## config.mk

```make
export PLATFORM = sky130hd
export DESIGN_NAME = fp_add_seq_ctrl
export DESIGN_NICKNAME = d
export VERILOG_FILES = /design/src/rtl/fp_add_pkg.sv /design/src/rtl/fp_add_ser_out.sv /design/src/rtl/fp_add_seq_ctrl.sv
export SDC_FILE = /design/constraint.sdc
export NUM_CORES = 1
export LEC_CHECK = 0
export CELL_PAD_IN_SITES_DETAIL_PLACEMENT = 0
export CELL_PAD_IN_SITES_GLOBAL_PLACEMENT = 1
export CORE_MARGIN = 4
export CORE_UTILIZATION = 25
export DETAILED_ROUTE_END_ITERATION = 7
export PLACE_DENSITY = 0.58
export SETUP_SLACK_MARGIN = 0.1
export SLEW_MARGIN = 0
export SYNTH_ARGS = -nofsm -noshare
export SYNTH_HDL_FRONTEND = slang
export SYNTH_HIERARCHICAL = 1
export SYNTH_SLANG_ARGS = --single-unit
export TNS_END_PERCENT = 5
```

## constraint.sdc

```tcl
create_clock -name clk_in -period 2.3 [get_ports clk_in]
set_input_delay 0.46 -clock clk_in [delete_from_list [all_inputs] [get_ports clk_in]]
set_output_delay 0.46 -clock clk_in [all_outputs]
set_load 0.02 [all_outputs]
```

## src/rtl/fp_add_pkg.sv

```systemverilog
// Shared types and sizing for the FP adder sequencer.
// Latency: n/a (types and constants only).
// Backpressure: n/a.
package fp_add_pkg;

  // Default operand/result width in bits.
  localparam int FP_WIDTH = 32;

  // Counter must be able to hold FP_WIDTH itself.
  localparam int FP_CNT_W = $clog2(FP_WIDTH + 1);

  typedef enum logic [2:0] {
    ST_IDLE,
    ST_LOAD_A,
    ST_LOAD_B,
    ST_START,
    ST_WAIT,
    ST_SHIFT_OUT
  } state_t;

endpackage

```

## src/rtl/fp_add_ser_out.sv

```systemverilog
// Result parallel-to-serial register: loads a WIDTH-bit word, emits it LSB first.
// Latency: first bit valid the cycle after load_vld; one bit per accepted handshake.
// Backpressure: ser_rdy low holds ser_dat/ser_vld stable indefinitely.
//
// Ports:
//   clk, rst_n         clock, asynchronous active-low reset
//   load_vld/load_dat  capture a new result word and start streaming
//   ser_dat/ser_vld    current result bit and its valid
//   ser_rdy            consumer accepts the current bit
//   last_hs            high in the cycle the final bit is handshaken
module fp_add_ser_out #(
  parameter int WIDTH = 32
) (
  input  logic             clk,
  input  logic             rst_n,
  input  logic             load_vld,
  input  logic [WIDTH-1:0] load_dat,
  output logic             ser_dat,
  output logic             ser_vld,
  input  logic             ser_rdy,
  output logic             last_hs
);

  localparam int CW = $clog2(WIDTH + 1);

  logic [WIDTH-1:0] shreg_q;
  logic [CW-1:0]    bit_cnt_q;
  logic             vld_q;
  logic             hs;

  assign hs      = vld_q && ser_rdy;
  assign last_hs = hs && (bit_cnt_q == CW'(WIDTH - 1));
  assign ser_dat = shreg_q[0];
  assign ser_vld = vld_q;

  always_ff @(posedge clk or negedge rst_n) begin
    if (!rst_n) begin
      shreg_q   <= '0;
      bit_cnt_q <= '0;
      vld_q     <= 1'b0;
    end else if (load_vld) begin
      shreg_q   <= load_dat;
      bit_cnt_q <= '0;
      vld_q     <= 1'b1;
    end else if (hs) begin
      shreg_q <= shreg_q >> 1;
      if (last_hs) begin
        bit_cnt_q <= '0;
        vld_q     <= 1'b0;
      end else begin
        bit_cnt_q <= bit_cnt_q + CW'(1);
      end
    end
  end

endmodule

```

## src/rtl/fp_add_seq_ctrl.sv

```systemverilog
// Sequencer between a bit-serial host link and the FP adder: loads A then B, starts the adder, streams the sum back.
// Latency: START the cycle after the last B bit; first result bit valid the cycle after add_done_in.
// Backpressure: host_rdy_out low outside IDLE/LOAD_A/LOAD_B; res_rdy_in low stalls the result stream.
//
// Ports:
//   clk_in, rst_in                    clock, asynchronous active-low reset
//   host_serial_in/host_wr_in         serial operand bit + write qualifier (A bits then B bits, LSB first)
//   host_rdy_out                      a host bit will be accepted this cycle
//   sr_serial_out, a_wr_out, b_wr_out operand shift-register data and write strobes (combinational)
//   add_start_out                     one-cycle adder start
//   add_done_in, add_result_in        adder result valid (sampled in WAIT only) and sum
//   res_serial_out/res_valid_out      result bit (LSB first) and valid; res_rdy_in accepts it
//   busy_out                          not IDLE
//   err_out                           sticky watchdog timeout, cleared by the next accepted host bit
//
// Optional build macro FP_ADD_SEQ_TIMEOUT_EN: adds a WAIT watchdog of TIMEOUT cycles driving err_out.
// Without it WAIT is unbounded and err_out is constant 0.
module fp_add_seq_ctrl
  import fp_add_pkg::*;
#(
  parameter int WIDTH   = FP_WIDTH,
  parameter int TIMEOUT = 64
) (
  input  logic             clk_in,
  input  logic             rst_in,
  input  logic             host_serial_in,
  input  logic             host_wr_in,
  output logic             host_rdy_out,
  output logic             sr_serial_out,
  output logic             a_wr_out,
  output logic             b_wr_out,
  output logic             add_start_out,
  input  logic             add_done_in,
  input  logic [WIDTH-1:0] add_result_in,
  output logic             res_serial_out,
  output logic             res_valid_out,
  input  logic             res_rdy_in,
  output logic             busy_out,
  output logic             err_out
);

  localparam int CW = $clog2(WIDTH + 1);

  state_t        state_q, state_d;
  logic [CW-1:0] bit_cnt_q, bit_cnt_d;
  logic          in_a_phase;
  logic          host_acc;
  logic          res_load;
  logic          ser_last;
  logic          wd_expire;

  // IDLE counts as the A phase: the very first accepted bit is A bit 0.
  assign in_a_phase    = (state_q == ST_IDLE) || (state_q == ST_LOAD_A);
  assign host_rdy_out  = in_a_phase || (state_q == ST_LOAD_B);
  assign host_acc      = host_wr_in && host_rdy_out;
  assign sr_serial_out = host_serial_in;
  assign a_wr_out      = host_wr_in && in_a_phase;
  assign b_wr_out      = host_wr_in && (state_q == ST_LOAD_B);
  assign add_start_out = (state_q == ST_START);
  assign busy_out      = (state_q != ST_IDLE);

`ifdef FP_ADD_SEQ_TIMEOUT_EN
  localparam int WD_W = $clog2(TIMEOUT + 1);

  logic [WD_W-1:0] wd_q;
  logic            err_q;

  // Expiry is the last WAIT cycle of the budget; a done in that same cycle takes priority in the FSM.
  assign wd_expire = (state_q == ST_WAIT) && (wd_q == WD_W'(TIMEOUT - 1));
  assign err_out   = err_q;

  always_ff @(posedge clk_in or negedge rst_in) begin
    if (!rst_in) begin
      wd_q  <= '0;
      err_q <= 1'b0;
    end else begin
      wd_q <= (state_q == ST_WAIT) ? wd_q + WD_W'(1) : '0;
      if (wd_expire && !add_done_in) begin
        err_q <= 1'b1;
      end else if (host_acc) begin
        err_q <= 1'b0;
      end
    end
  end
`else
  // No watchdog in this build: WAIT never expires for any legal TIMEOUT.
  assign wd_expire = (TIMEOUT < 0);
  assign err_out   = 1'b0;
`endif

  always_ff @(posedge clk_in or negedge rst_in) begin
    if (!rst_in) begin
      state_q   <= ST_IDLE;
      bit_cnt_q <= '0;
    end else begin
      state_q   <= state_d;
      bit_cnt_q <= bit_cnt_d;
    end
  end

  always_comb begin
    state_d   = state_q;
    bit_cnt_d = bit_cnt_q;
    res_load  = 1'b0;
    unique case (state_q)
      ST_IDLE: begin
        if (host_wr_in) begin
          bit_cnt_d = CW'(1);
          state_d   = ST_LOAD_A;
        end
      end
      ST_LOAD_A: begin
        if (host_wr_in) begin
          if (bit_cnt_q == CW'(WIDTH - 1)) begin
            bit_cnt_d = '0;
            state_d   = ST_LOAD_B;
          end else begin
            bit_cnt_d = bit_cnt_q + CW'(1);
          end
        end
      end
      ST_LOAD_B: begin
        if (host_wr_in) begin
          if (bit_cnt_q == CW'(WIDTH - 1)) begin
            bit_cnt_d = '0;
            state_d   = ST_START;
          end else begin
            bit_cnt_d = bit_cnt_q + CW'(1);
          end
        end
      end
      // add_done_in is deliberately not looked at here.
      ST_START: state_d = ST_WAIT;
      ST_WAIT: begin
        if (add_done_in) begin
          res_load  = 1'b1;
          bit_cnt_d = '0;
          state_d   = ST_SHIFT_OUT;
        end else if (wd_expire) begin
          state_d = ST_IDLE;
        end
      end
      ST_SHIFT_OUT: begin
        if (ser_last) begin
          state_d = ST_IDLE;
        end
      end
      default: state_d = ST_IDLE;
    endcase
  end

  fp_add_ser_out #(
    .WIDTH (WIDTH)
  ) u_ser_out (
    .clk      (clk_in),
    .rst_n    (rst_in),
    .load_vld (res_load),
    .load_dat (add_result_in),
    .ser_dat  (res_serial_out),
    .ser_vld  (res_valid_out),
    .ser_rdy  (res_rdy_in),
    .last_hs  (ser_last)
  );

endmodule

```

Word level (Yosys, flattened, before mapping):

Cells that the tools add are included.

* muxes and demuxes: 23
* add/sub/neg operators: 2
* reduce and logical (&&, ||, !) cells: 15
* equal/unequal tests: 15

Operators with widths (number)
* two-way mux 32 bit: 2
* two-way mux 6 bit: 7
* two-way mux 3 bit: 7
* one-hot mux 3 bit (6 select lines): 1
* one-hot mux 6 bit (3 select lines): 1
* adder 6 x 1 -> 6 bit (second input constant): 2
* == test 6 x 5 -> 1 bit (second input constant): 2
* != test 2 bit (second input constant): 5
* AND reduction 7 bit: 1
* == test 3 x 2 -> 1 bit (second input constant): 2
* == test 3 bit (second input constant): 2
* != test 2 x 1 -> 1 bit (second input constant): 3
* nonzero test 3 bit: 2
* two-way mux 1 bit: 5
* logical AND 1 bit: 4
* AND reduction 4 bit: 1
* nonzero test 2 bit: 2
* == test 3 x 1 -> 1 bit (second input constant): 1
* zero test 3 bit: 1
* logical OR 1 bit: 2
* AND reduction 2 bit: 1
* OR reduction 2 bit: 1

* bits in registers: 48
* input bits: 38

Longest topological paths before layout:

Gate-level depths: netlist of run 1.

* depth after elaboration: 5
* depth in mapped cells: 7

Cells and area by module:

The synthesis of run 1 kept the hierarchy.

Modules (own cells, without submodules)
* fp_add_ser_out: area an instance 1819.2 µm², times used 1, cells each 179
* fp_add_seq_ctrl: area an instance 590.6 µm², times used 1, cells each 68

Worst setup path after synthesis of run 1:

Ideal clock, no wire load.

* path kind: reg-to-reg
* from: reg u_ser_out.vld_q, in the netlist u_ser_out/ser_vld
* to: reg state_q[0]
* library setup time: 0.125 ns
* clock period less this slack: 1.859 ns
* slack: 0.441 ns
* arrival: 1.734 ns
* cell stages (with the launch flop): 8
* path buffers: 1
* path through: dfrtp_1 > nand2_2 > buf_2 > nor4_1 > nor4bb_1 > nor3_1 > o31a_1 > mux2i_1

* longest elaborated chain between the ends: 4

Ends and longest elaborated chain
* from (decl): line fp_add_ser_out.sv:28 `logic vld_q;`
* from (signal assigned): line fp_add_ser_out.sv:40 `vld_q <= 1'b0;`
* from (signal assigned): line fp_add_ser_out.sv:44 `vld_q <= 1'b1;`
* from (signal assigned): line fp_add_ser_out.sv:49 `vld_q <= 1'b0;`
* logical AND 1 bit: line fp_add_ser_out.sv:31 `assign hs = vld_q && ser_rdy;`
* logical AND 1 bit: line fp_add_ser_out.sv:32 `assign last_hs = hs && (bit_cnt_q == CW'(WIDTH - 1));`
* named net ser_last: line fp_add_seq_ctrl.sv:49 `logic ser_last;`
* != test 2 bit (no source line)
* AND reduction 7 bit (no source line)
* to (signal assigned): line fp_add_seq_ctrl.sv:96 `state_q <= state_d;`
* to (decl): line fp_add_seq_ctrl.sv:44 `state_t state_q, state_d;`

The timed path passes the listed nets, and every way through them passes these cells.
A chain may end at the register's enable or synchronous reset.

Worst setup path after layout of run 1:

* from: in host_wr_in
* to: out a_wr_out

* longest elaborated chain between the ends: 1

Ends and longest elaborated chain
* from (decl): line fp_add_seq_ctrl.sv:27 `input logic host_wr_in,`
* logical AND 1 bit: line fp_add_seq_ctrl.sv:57 `assign a_wr_out = host_wr_in && in_a_phase;`
* to (decl): line fp_add_seq_ctrl.sv:30 `output logic a_wr_out,`

Every way passes these cells.

==> results.sh, run 1 <==
export IMPL_final_layout_size_suffix_gt1_share_pct=9.25
export IMPL_path_delay_family="buffers and inverters"
export IMPL_syn_num_nets=287
export IMPL_path_buf_inv=2
export IMPL_crit_path_end_kind="output port"
export IMPL_synth_fa_ha_area_share_pct=1.04
export IMPL_fin_crit_ns=2.18
export IMPL_antenna_found_initial=0
export IMPL_ant_nets=0
export IMPL_synthSimpleGateAreaFrac_pct=16.0
export IMPL_pin_count=47
export IMPL_grt_usage_pct=9.37
export IMPL_syn2layout_area_growth_pct=28.6
export IMPL_place_ws_ns=-0.0257
export IMPL_dieWidth_um=106
export IMPL_fillCellCount=991
export IMPL_grt_pass1_wl_mm=8.78
export IMPL_wl_per_cell_um=12.1
export IMPL_crit_slowest_cell="clkdlybuf4s50_1"
export IMPL_setup_viol=0
export IMPL_worstMarginPinSlew_ns=0.562
export IMPL_reg2reg_from="u_ser_out/bit_cnt_q[0]"
export IMPL_firstDrtPassIters=4
export IMPL_gp_congestion=0.726
export IMPL_leakagePower_uw=0.00131
export IMPL_synthArstFlopShare_pct=100
export IMPL_viasPerCell=4.44
export IMPL_finalPower_uw=2610
export IMPL_grt_remaining_overflow=0
export IMPL_cts_root_buf="clkbuf_8"
export IMPL_drt_wl_total_mm=5.09
export IMPL_seq_power_share_pct=51.8
export IMPL_drc_errors=0
export IMPL_die_area_um2=11300
export IMPL_antenna_cells=0
export IMPL_ys_ff_latch=48
export IMPL_p_int_uw=1750
export IMPL_avgSynthCellArea_um2=9.76
export IMPL_synth_flop_cell="dfrtp_1"
export IMPL_r2r_slack_ns=0.55
export IMPL_relSlewSlack_pct=62.2
export IMPL_synth_xor_area_share_pct=0.727
export IMPL_yosysUniqueCellTypes=42
export IMPL_synth_compound_area_share_pct=14.5
export IMPL_dp_hpwl_mm=3.64
export IMPL_clk_path_buf_depth=2
export IMPL_start_util_pct=25.8
export IMPL_portBuffers=43
export IMPL_p_sw_share_pct=32.8
export IMPL_insertion_delay_ns=0.30
export IMPL_vias=1868
export IMPL_crit_chain="clkdlybuf4s50_1 -> nand2b_1 -> nor2_1 -> clkdlybuf4s50_1"
export IMPL_drt_iter0_markers=108
export IMPL_path_clk_slew_ns=0.09
export IMPL_cts_hold_buf=0
export IMPL_grt_max_degree=55
export IMPL_synth_edff_count=0
export IMPL_status="complete, no violations"
export IMPL_peakVddDrop_uv=264
export IMPL_grt_pass1_vias=1855
export IMPL_coreArea_um2=9330
export IMPL_rows=35
export IMPL_startpoint_type="input pin"
export IMPL_period_share_pct=94.9
export IMPL_cp_common_cell="clkdlybuf4s50_1"
export IMPL_clkPwrFrac_pct=20.0
export IMPL_final_common_cell="dfrtp_1"
export IMPL_skew_ns=0.00513
export IMPL_crit_fanout=3
export IMPL_powerDensity_nw_per_um2=842
export IMPL_rsz0062_at_grt="true"
export IMPL_fin_ws_ns=0.116
export IMPL_cts_htree_levels=2
export IMPL_cts_tree="yes"
export IMPL_worst_r2r_endpoint="state_q[1]"
export IMPL_max_stage_delay_ns=0.60
export IMPL_arrival_ns=1.72
export IMPL_cts_sinks=48
export IMPL_final_cell_mix="dfrtp_1, nand2_1, o21ai_0, clkdlybuf4s50_1, mux2i_1"
export IMPL_switchingPower_uw=855
export IMPL_startpoint="host_wr_in"
export IMPL_slew_viol_final=0
export IMPL_synth_warnings=6
export IMPL_path_depth=4
export IMPL_synth_cell_area_um2=2410
export IMPL_synthMuxAreaShare_pct=13.3
export IMPL_fmax_mhz=458
export IMPL_finalHoldViolCount=0
export IMPL_finalNetCount=332
export IMPL_comb_power_share_pct=28.2
export IMPL_syn_inst=247
export IMPL_reg2reg_depth=8
export IMPL_hold_path_class="in2async"
export IMPL_path_class="in2out"
export IMPL_yosysSeqAreaShare_pct=49.8
export IMPL_cts_buffers=5
export IMPL_worst_ep_required_time_ns=1.84
export IMPL_die_h_um=106
export IMPL_max_cap_violations=0
export IMPL_synth_top_family_by_area="simple AND/OR/NAND/NOR gates"
==> layout make-up <==
type | instances | area [µm²] | share of cell area, %
Clock inverter | 1 | 8.76 | 0.283
Timing Repair Buffer | 57 | 532 | 17.2
Multi-Input combinational cell | 178 | 1100 | 35.6
Tap cell | 129 | 161 | 5.21
Sequential cell | 48 | 1200 | 38.9
Clock buffer | 6 | 82.6 | 2.67
Inverter | 2 | 7.51 | 0.242
==> cells by family (layout without fill, tap and decap cells) <==
group | count (synthesis) | count (layout)
AO/OA/AOI/OAI | 60 | 60
buffers and inverters | 21 | 66
AND/OR/NAND/NOR | 81 | 81
XOR/XNOR | 2 | 2
flip-flops | 48 | 48
other | 1 | 1
adder cells (fa/ha/maj) | 2 | 2
multiplexers | 32 | 32
==> power groups by stage <==
stage | clock (µW) | combinational, µW | sequential, µW
finish | 523 | 734 | 1350
global placement | 0 | 748 | 1360
global route | 581 | 867 | 1400
detailed placement | 0 | 747 | 1370
floorplan | 0 | 545 | 1310
CTS | 555 | 752 | 1360
==> how the worst max path moves through the flow <==
stage | to | slack, ns
final | a_wr_out | 0.12
after detailed placement | b_wr_out | -0.03
after global routing | a_wr_out | 0.06
after global placement | b_wr_out | -0.01
after CTS | a_wr_out | 0.10
after floorplan | state_q[0] | 0.44
==> synthesized netlist by cell type, drive strengths merged, types with 2 or more instances <==
master | number | area, µm²
nor2 | 8 | 30.0
inv | 2 | 7.51
a311oi | 2 | 17.5
clkbuf | 10 | 37.5
buf | 9 | 61.3
or3 | 4 | 25.0
nand2 | 44 | 168
ha | 2 | 25.0
a21oi | 6 | 30.0
nand3 | 7 | 35.0
o21ai | 41 | 205
a32o | 2 | 20.0
a31oi | 2 | 12.5
o31ai | 2 | 15.0
dfrtp | 48 | 1200
nand4 | 3 | 18.8
o311ai | 2 | 17.5
mux2i | 32 | 320
nor3 | 3 | 15.0
==> state kept, by name, summed over array words and instances (netlist names) <==
register / cells
u_ser_out/bit_cnt_q: 6
bit_cnt_q: 6
u_ser_out/ser_vld: 1
state_q: 3
u_ser_out/shreg_q: 32
==> layer usage <==
layer	wire (µm)	up-vias	part of all wire (%)	track usage [%]
li1	-	966	-	-
met1	2410	868	47	12.3
met2	2410	28	47	15.2
met3	193	6	3.8	2.19
met5	0	-	0	0
met4	82	0	1.6	3.05
==> per-stage QoR <==
| stage | TNS [ns] | instances | hold WS, ns | utilization [%] | cell area [µm²] |
|---|---|---|---|---|---|
| after detailed placement | -0.0257 | 411 | 0.493 | 32.0 | 2980 |
| final | 0 | 421 | 0.146 | 33.2 | 3100 |
| after global routing | 0 | 421 | 0.185 | 33.2 | 3100 |
| after floorplan | 0 | 247 | 0.164 | - | 2410 |
| after global placement | -0.0150 | 411 | 0.498 | 32.0 | 2980 |
| after CTS | 0 | 418 | 0.158 | 32.9 | 3070 |
==> what timing repair did <==
item                                    4_1_cts  5_1_grt
setup buffers                                 0        3
endpoints found under the hold margin         0        0
cloned                                        0        0
endpoints found under the setup margin        4        3
gates resized for setup                       3        1
Note: power is estimated with default switching activity, not from simulation.
==> run 2, diff against run 1 <==
Settings changed: HOLD_SLACK_MARGIN from default to 0.06, SYNTH_HIERARCHICAL 1 to default.
==> run 2 against run 1 <==
Combinational power is 15% lower. Utilization is 0.21 points higher. Clock power is 21% higher. Non-clock buffer count is 7 lower. Design area is 0.16% higher. Wire length is 2.0% lower. Total power is 0.14% lower. Flip-flop and latch count stayed put. Via count is 4.1% lower. Sequential share of layout area is 0.14 points lower. Clock skew is 0.0040 ns higher. Critical endpoint is now host_rdy_out.
==> results.sh, run 2 <==
export IMPL_register_area_um2=1200
export IMPL_fin_ws_ns=0.210
export IMPL_cts_buffers=5
export IMPL_grt_pass1_vias=1753
export IMPL_worst_ep_required_time_ns=1.84
export IMPL_period_share_pct=90.9
export IMPL_pin_count=47
export IMPL_syn_num_nets=284
export IMPL_finalHoldViolCount=0
export IMPL_grt_remaining_overflow=0
export IMPL_setup_viol=0
export IMPL_cts_sinks=48
export IMPL_rsz0062_at_grt="false"
export IMPL_leakagePower_uw=0.00137
export IMPL_coreArea_um2=9280
export IMPL_synth_edff_count=0
export IMPL_synth_flop_cell="dfrtp_1"
export IMPL_synth_warnings=0
export IMPL_cts_setup_buffers=0
export IMPL_drt_iter0_markers=54
export IMPL_finish_utilization_pct=33.4
export IMPL_slew_viol_final=0
export IMPL_worstMarginPinSlew_ns=0.521
export IMPL_gp_congestion=0.747
export IMPL_max_stage_delay_ns=0.46
export IMPL_met1_usage_pct=12.5
export IMPL_cts_htree_levels=2
export IMPL_gr_usage_met2_pct=14.1
export IMPL_antenna_found_initial=0
export IMPL_skew_ns=0.00912
export IMPL_fmax_mhz=478
export IMPL_dieWidth_um=106
export IMPL_reg_top3="u_ser_out.shreg_q: 32 flops, bit_cnt_q: 6 flops, u_ser_out.bit_cnt_q: 6 flops"
export IMPL_path_clk_slew_ns=0.10
export IMPL_finalSetupTns_ns=0
export IMPL_rows=35
export IMPL_relSlewSlack_pct=65.2
export IMPL_peakVddDrop_uv=372
export IMPL_cts_root_buf="clkbuf_8"
export IMPL_path_delay_family="flip-flops"
export IMPL_fillCellCount=995
export IMPL_die_h_um=106
export IMPL_final_common_cell="dfrtp_1"
export IMPL_yosysTopAreaCell="dfrtp_1"
export IMPL_postCtsResizedCells=1
export IMPL_drc_errors=0
export IMPL_final_cell_mix="dfrtp_1, nand2_1, o21ai_0, clkdlybuf4s50_1, mux2i_1"
export IMPL_netlist_area_leader_share_pct=50.3
export IMPL_hold_path_class="in2async"
export IMPL_crit_fanout=6
export IMPL_synth_most_common_cell="dfrtp_1"
export IMPL_dp_hpwl_mm=3.45
export IMPL_synth_cell_area_um2=2390
export IMPL_finalNetCount=324
export IMPL_cts_tree="yes"
export IMPL_antenna_cells=0
export IMPL_avgSynthCellArea_um2=9.79
export IMPL_insertion_delay_ns=0.30
export IMPL_grt_max_degree=72
export IMPL_yosysUniqueCellTypes=37
export IMPL_ant_nets=0
export IMPL_largest_register_ff_count=32
export IMPL_largest_register="u_ser_out.shreg_q"
export IMPL_crit_chain="xnor2_2 -> or2_2 -> nand2_1 -> dlygate4sd2_1"
export IMPL_multi_input_area_um2=1090
export IMPL_crit_slowest_cell="dfrtp_1"
export IMPL_fin_crit_ns=2.09
export IMPL_synthArstFlopShare_pct=100
export IMPL_hold_slack_ns=0.118
export IMPL_startpoint_type="flip-flop"
export IMPL_status="complete, no violations"
export IMPL_yosysSeqAreaShare_pct=50.3
export IMPL_viasPerCell=4.33
export IMPL_firstDrtPassIters=4
export IMPL_vias=1791
export IMPL_path_class="reg2out"
export IMPL_crit_path_end_kind="output port"
export IMPL_grt_usage_pct=9.28
export IMPL_place_ws_ns=0.102
export IMPL_portBuffers=43
export IMPL_max_cap_violations=0
export IMPL_drt_wl_total_mm=4.99
export IMPL_arrival_ns=1.63
export IMPL_wl_per_cell_um=12.1
export IMPL_r2r_slack_ns=0.37
export IMPL_use_met3_pct=2.69
export IMPL_die_area_um2=11200
export IMPL_powerDensity_nw_per_um2=839
export IMPL_start_util_pct=25.7
export IMPL_grt_pass1_wl_mm=8.46
export IMPL_synth_commonest_cells="dfrtp_1, nand2_1, o21ai_0"
export IMPL_clk_path_buf_depth=2
export IMPL_cts_hold_buf=0
export IMPL_busiest_layer="met2"
export IMPL_yosys_top_cells_area="dfrtp_1, mux2i_1, o21ai_0"
export IMPL_final_layout_size_suffix_gt1_share_pct=7.37
export IMPL_syn2layout_area_growth_pct=29.8
export IMPL_path_buf_inv=1
export IMPL_syn_inst=244
export IMPL_ys_ff_latch=48
[run 2: cell count changes in the layout (fill, tap and decap cells not counted), sizes merged, moves of 4 or more]
| cell | change |
|---|---|
| buf | -7 |
| a21o | +4 |
| nand2b | +4 |
| o21ai | -4 |
[run 2: metal layers]
layer / vias up / wire [µm]
li1: 919 / -
met1: 828 / 2450
met2: 39 / 2220
met3: 5 / 257
met4: 0 / 65
met5: - / 0
[run 2: logic make-up (layout without fill, tap and decap cells)]
logic type               count (synthesis)  after routing  share of synthesized area (%)
AO/OA/AOI/OAI                           56             56                           13.4
XOR/XNOR                                 3              3                           1.41
adder cells (fa/ha/maj)                  3              3                           1.47
buffers and inverters                   21             62                           4.40
flip-flops                              48             48                           50.3
multiplexers                            33             33                           13.9
other                                    1              1                          0.157
AND/OR/NAND/NOR                         79             79                           15.0
[run 2: per-stage QoR]
step	cells	total power (µW)	cell area, µm²
CTS	414	2660	3090
floorplan	244	1760	2390
global placement	406	1990	2980
finish	414	2600	3100
global route	414	2830	3100
detailed placement	406	2010	2980
[run 2: path summary, 6_finish.rpt]
| check | from | to | depth (start not counted) |
|---|---|---|---|
| max in group asynchronous | rst_in | u_ser_out.bit_cnt_q[3] | 2 |
| setup reg to reg | bit_cnt_q[0] | bit_cnt_q[5] | 5 |
| min in group clk_in | bit_cnt_q[1] | bit_cnt_q[1] | 2 |
| hold reg to reg | bit_cnt_q[1] | bit_cnt_q[1] | 2 |
| hold / removal | rst_in | u_ser_out.shreg_q[28] | 1 |
| setup / recovery | state_q[0] | host_rdy_out | 4 |
[run 2: area by class of cell]
type	count	area share, %
clock inverters	3	1.49
flip-flops and latches	48	38.7
well taps	129	5.20
repair buffers	50	16.9
inverters	4	0.484
multi-input cells	175	35.0
clock buffers	5	2.22
[run 2: where the power goes]
part | internal (µW) | switching, µW | leakage (µW)
logic | 336 | 290 | 0.000707
clock network | 328 | 304 | 0.0000548
registers | 1150 | 192 | 0.000607
==> RTL edit 1, RTL diff (settings of run 2) <==
`FP_WIDTH`: 32 -> 64.
--- a/src/rtl/fp_add_pkg.sv
+++ b/src/rtl/fp_add_pkg.sv
@@ -5,5 +5,5 @@
 
   // Default operand/result width in bits.
-  localparam int FP_WIDTH = 32;
+  localparam int FP_WIDTH = 64;
 
   // Counter must be able to hold FP_WIDTH itself.
Ports: changed (resized add_result_in); port bits go from 47 to 79. No check against the original RTL was run, so the function may have changed too.
==> RTL edit 1 against run 2 <==
First-iteration DRC count rose to 3.8 times the old value; routed wire length up 79%; clock power up 110%; setup slack better by 0.024 ns; count of clock-buffer cells in the layout up 7; global-route usage up 1.5 points; area after synthesis up 66%; design area up 69%; critical path depth down 1; power up 98%; die area up 61%; maximum frequency up 1.2%; sequential cell count up 34; synthesized cell count up 61%; critical path type unchanged.
==> RTL edit 1: results (changes against run 2) <==
Yosys
  • Synth Area in Adders: 0.00630 (-0.00836)
  • Syn_nets: 464 (+63%)
  • Synth area leaders: dfrtp_1 52%, mux2i_1 16%, o21ai_1 8.4%
  • Post-synthesis sequential area ratio: 0.517 (+0.0142)
  • Post-synth top cells: 82 x dfrtp_1, 79 x nand2_1, 67 x o21ai_1

Worst setup path
  • Register-to-register setup slack: 0.61 ns (+0.24 ns)
  • Setup crit start: state_q[2]
  • CP arrival: 1.61 ns (-0.02 ns)
  • Max Fanout on Critical Path: 7 (+1)

Global route
  • GRT Total Usage: 0.108 (+0.0154)
  • Vias in the first global route: 3269 (+86%)
  • Largest net degree at the start of global routing: 77 (+6.9%)

Finish
  • Fin area: 5240 µm² (+69%)
  • Layout cells sized above 1: 0.0708 (-0.00287)
  • Fin nets: 534 (+65%)
  • Finished Core Util: 0.341 (+0.00651)
  • Inverter count: 3 (-1)
  • Comb_multi_in: 281 (+61%)

CTS
  • CTS Buf Count: 9 (+4)
  • CTS H-Tree Depth: 3 (+1)
  • Root Buffer Master: clkbuf_16

Placed design
  • Post-DP HPWL: 6200 µm (+80%)
  • DP Area: 4960 µm² (+67%)
  • Final GP Congestion: 0.707 (-5.4%)
  • Post-Place Setup Slack: 0.0957 ns (-0.00666 ns)

Route
  • Initial drt markers: 205 (+280%)
  • Via density: 4.46 (+3.0%)

Outcome
  • Outcome: complete, no violations

STA
  • Worst Skew: 0.00497 ns (-0.00415 ns)
  • Hold WS: 0.522 ns (+0.403 ns)

Power
  • Maximum vdd ir drop: 0.316 mV (-15%)
[RTL edit 1: cell count changes after synthesis, sizes merged, moves of 4 or more]
cell	delta
dfrtp	+34
a22o	+4
nor2	+5
buf	+12
nand2	+35
o21ai	+34
mux2i	+31
[RTL edit 1: repair_timing]
item                       CTS  global route
hold endpoints to repair     6             0
hold buffers                 1             0
setup endpoints to repair    5             0
gates resized for setup      6             0
[RTL edit 1: metal layers]
layer / global-route usage / wire length (µm)
met5: 0 / 0
met4: 0.0560 / 209
met3: 0.0225 / 363
met2: 0.169 / 4070
met1: 0.142 / 4280
[RTL edit 1: report_power, final]
group | total [W] | internal (W) | leakage, nW | switching, W
Clock | 0.00132 | 0.000778 | 0.138 | 0.000547
Sequential | 0.00234 | 0.00199 | 1.05 | 0.000346
Combinational | 0.00149 | 0.000783 | 1.19 | 0.000710
Total | 0.00516 | 0.00355 | 2.38 | 0.00160
==> RTL edit 2, RTL diff (settings of run 2) <==
Without the edit above. One comparison of `bit_cnt_q` changes from == to >=.
--- a/src/rtl/fp_add_seq_ctrl.sv
+++ b/src/rtl/fp_add_seq_ctrl.sv
@@ -112,5 +112,5 @@
       ST_LOAD_A: begin
         if (host_wr_in) begin
-          if (bit_cnt_q == CW'(WIDTH - 1)) begin
+          if (bit_cnt_q >= CW'(WIDTH - 1)) begin
             bit_cnt_d = '0;
             state_d   = ST_LOAD_B;
Formal check against the unedited RTL: same outputs for any inputs over 10 cycles, from zero or initial values and one cycle with rst_in low; that may be too few to reach the edited logic, so the function may still have changed.
==> RTL edit 2 against run 2 <==
Setup slack better by 0.041 ns; design area up 2.8%; routed wire length up 4.2%; critical path type unchanged; critical path depth down 2; highest routed layer unchanged; clock skew down 0.0029 ns; count of clock-buffer cells in the layout unchanged; non-clock buffer count up 2; synthesized cell count up 2.9%; sequential cell count unchanged; area after synthesis up 2.9%.
Power is not compared: it rests on default switching activity, and its combinational part moved more than twofold at a synthesized area within 25%.
==> RTL edit 2: results (changes against run 2) <==
Power
  • Maximum vdd ir drop: around 0.37 mV
  • P_leak: ~1.4 nW

Yosys
  • Async S/R FF share, synth: 1.00 (unchanged)
  • Synth area leaders: dfrtp_1 49%, mux2i_1 13%, o21ai_0 6.9%
  • Synth Area in Adders: 0.0148 (+0.0000986)
  • Mux contribution to synthesized area: 0.137 (-0.00185)
  • Syn_nets: 291 (+2.5%)
  • Netlist cell types: 39 (+5.4%)
  • Dominant synthesized flop cell: dfrtp_1
  • XOR/XNOR Fraction of Synth Area: 0.0107 (-0.00345)
  • Synth warn: 0 (unchanged)
  • Compound-cell area share of the yosys netlist: 0.145 (+0.0105)
  • Post-synthesis sequential area ratio: 0.489 (-0.0141)
  • Post-synth top cells: 48 x dfrtp_1, 44 x nand2_1, 34 x o21ai_0

Finish
  • Layout cells sized above 1: 0.102 (+0.0287)
  • Fin nets: 332 (+2.5%)
  • Ant diodes: 0 (unchanged)
  • Largest regs: u_ser_out.shreg_q (32), bit_cnt_q (6), u_ser_out.bit_cnt_q (6)

CTS
  • CTS Buf Count: 5 (unchanged)
  • CTS Buffer Depth: 2 (unchanged)
  • Setup Fix Bufs, Post-CTS: 0 (unchanged)
  • Root Buffer Master: clkbuf_8
  • Post-CTS Resized: 2 (+1)
  • CTS clk-pin slew, worst paths: 0.09 ns
  • CTS H-Tree Depth: 2 (unchanged)
  • Clk_lat worst skew: 0.30 ns (about the same)

Outcome
  • Outcome: complete, no violations

STA
  • Worst Skew: 0.00619 ns (-0.00294 ns)
  • Hold WS: 0.146 ns (+0.0278 ns)
  • Relative slew slack: 0.609 (-0.0432)

Placed design
  • Final GP Congestion: 0.749 (+0.21%)
  • Post-DP HPWL: 3640 µm (+5.7%)
  • Port-buffer cells: 43 (unchanged)

Global route
  • GRT Total Usage: 0.0989 (+0.00608)
  • Vias in the first global route: 1991 (+14%)
  • Global-route wire length before repair: 9250 µm (+9.4%)
  • Antenna violations before repair: 0 (unchanged)
  • Largest net degree at the start of global routing: 72 (unchanged)

Worst setup path
  • Slowest stage delay, CP: 0.62 ns (+0.16 ns)
  • R2R Path End: bit_cnt_q[4]
  • Max Fanout on Critical Path: 14 (+8)
  • FF-to-FF Start: state_q[2]
  • Register-to-register setup slack: 0.41 ns (+0.04 ns)
  • Setup crit start: state_q[0]
  • Reg2reg path depth: 5 (unchanged)
  • Critical-path top delay cell: clkdlybuf4s50_1

Route
  • Post-DR wirelength/cell: 12.3 µm (+2.2%)
  • Wire length on met3: 259 µm (+0.78%)
  • WL met1: 2510 µm (+2.5%)
  • DR pass1 iterations: 4 (unchanged)
  • Routed met2 length: 2340 µm (+5.6%)
  • Initial drt markers: 52 (-3.7%)
  • Vias: 1862 (+4.0%)
  • Top layer in use: met4

Worst hold path
  • HP Class: in -> async
-- RTL edit 2: cell type report --
cell class                 instances  area (µm²)
fill                             989        6220
sequential                        48        1200
multi-input combinational        182        1160
timing repair buffer              52         541
tap                              129         161
clock buffer                       5        68.8
clock inverter                     3        46.3
inverter                           3        11.3
-- RTL edit 2: stage by stage --
stage	instance area, µm²	setup WS, ns	util	instances
5_1_grt	3190	0.174	0.339	422
6_report	3190	0.251	0.339	422
4_1_cts	3180	0.0855	0.338	422
3_5_place_dp	3060	0.0924	0.325	414
2_1_floorplan	2460	0.511	-	251
3_3_place_gp	3060	0.101	0.325	414
-- RTL edit 2: where the power goes --
group	leakage (nW)	switching, W	internal (W)
Clock	0.0548	0.000302	0.000328
Sequential	0.611	0.000274	0.00119
Combinational	0.757	0.000650	0.000710
-- RTL edit 2: worst max-delay path by stage --
stage / end / slack, ns / cells past startpoint
2_1_floorplan: state_q[0] / 0.51 / 5
3_3_place_gp: b_wr_out / 0.10 / 4
3_5_place_dp: b_wr_out / 0.09 / 4
4_1_cts: b_wr_out / 0.09 / 4
5_1_grt: host_rdy_out / 0.17 / 2
6_report: host_rdy_out / 0.25 / 2
-- RTL edit 2: worst max-delay path, delay by kind of cell (launching register included) --
kind	cells	cell delay, ns
AOI/OAI and AO/OA	1	0.17
buffers and inverters	1	0.62
DFF	1	0.50
-- RTL edit 2: cell families (layout without fill, tap and decap cells) --
group | count (synthesis) | count (layout)
AND/OR/NAND/NOR | 82 | 82
AO/OA/AOI/OAI | 60 | 60
flip-flops | 48 | 48
multiplexers | 33 | 33
buffers and inverters | 21 | 63
adder cells (fa/ha/maj) | 3 | 3
XOR/XNOR | 3 | 3
other | 1 | 1
-- RTL edit 2: per-layer routing --
layer  vias to the layer above  global-route usage
met5                         -                   0
li1                        958                   -
met1                       859               0.129
met2                        37               0.156
met3                         8              0.0259
met4                         0              0.0384
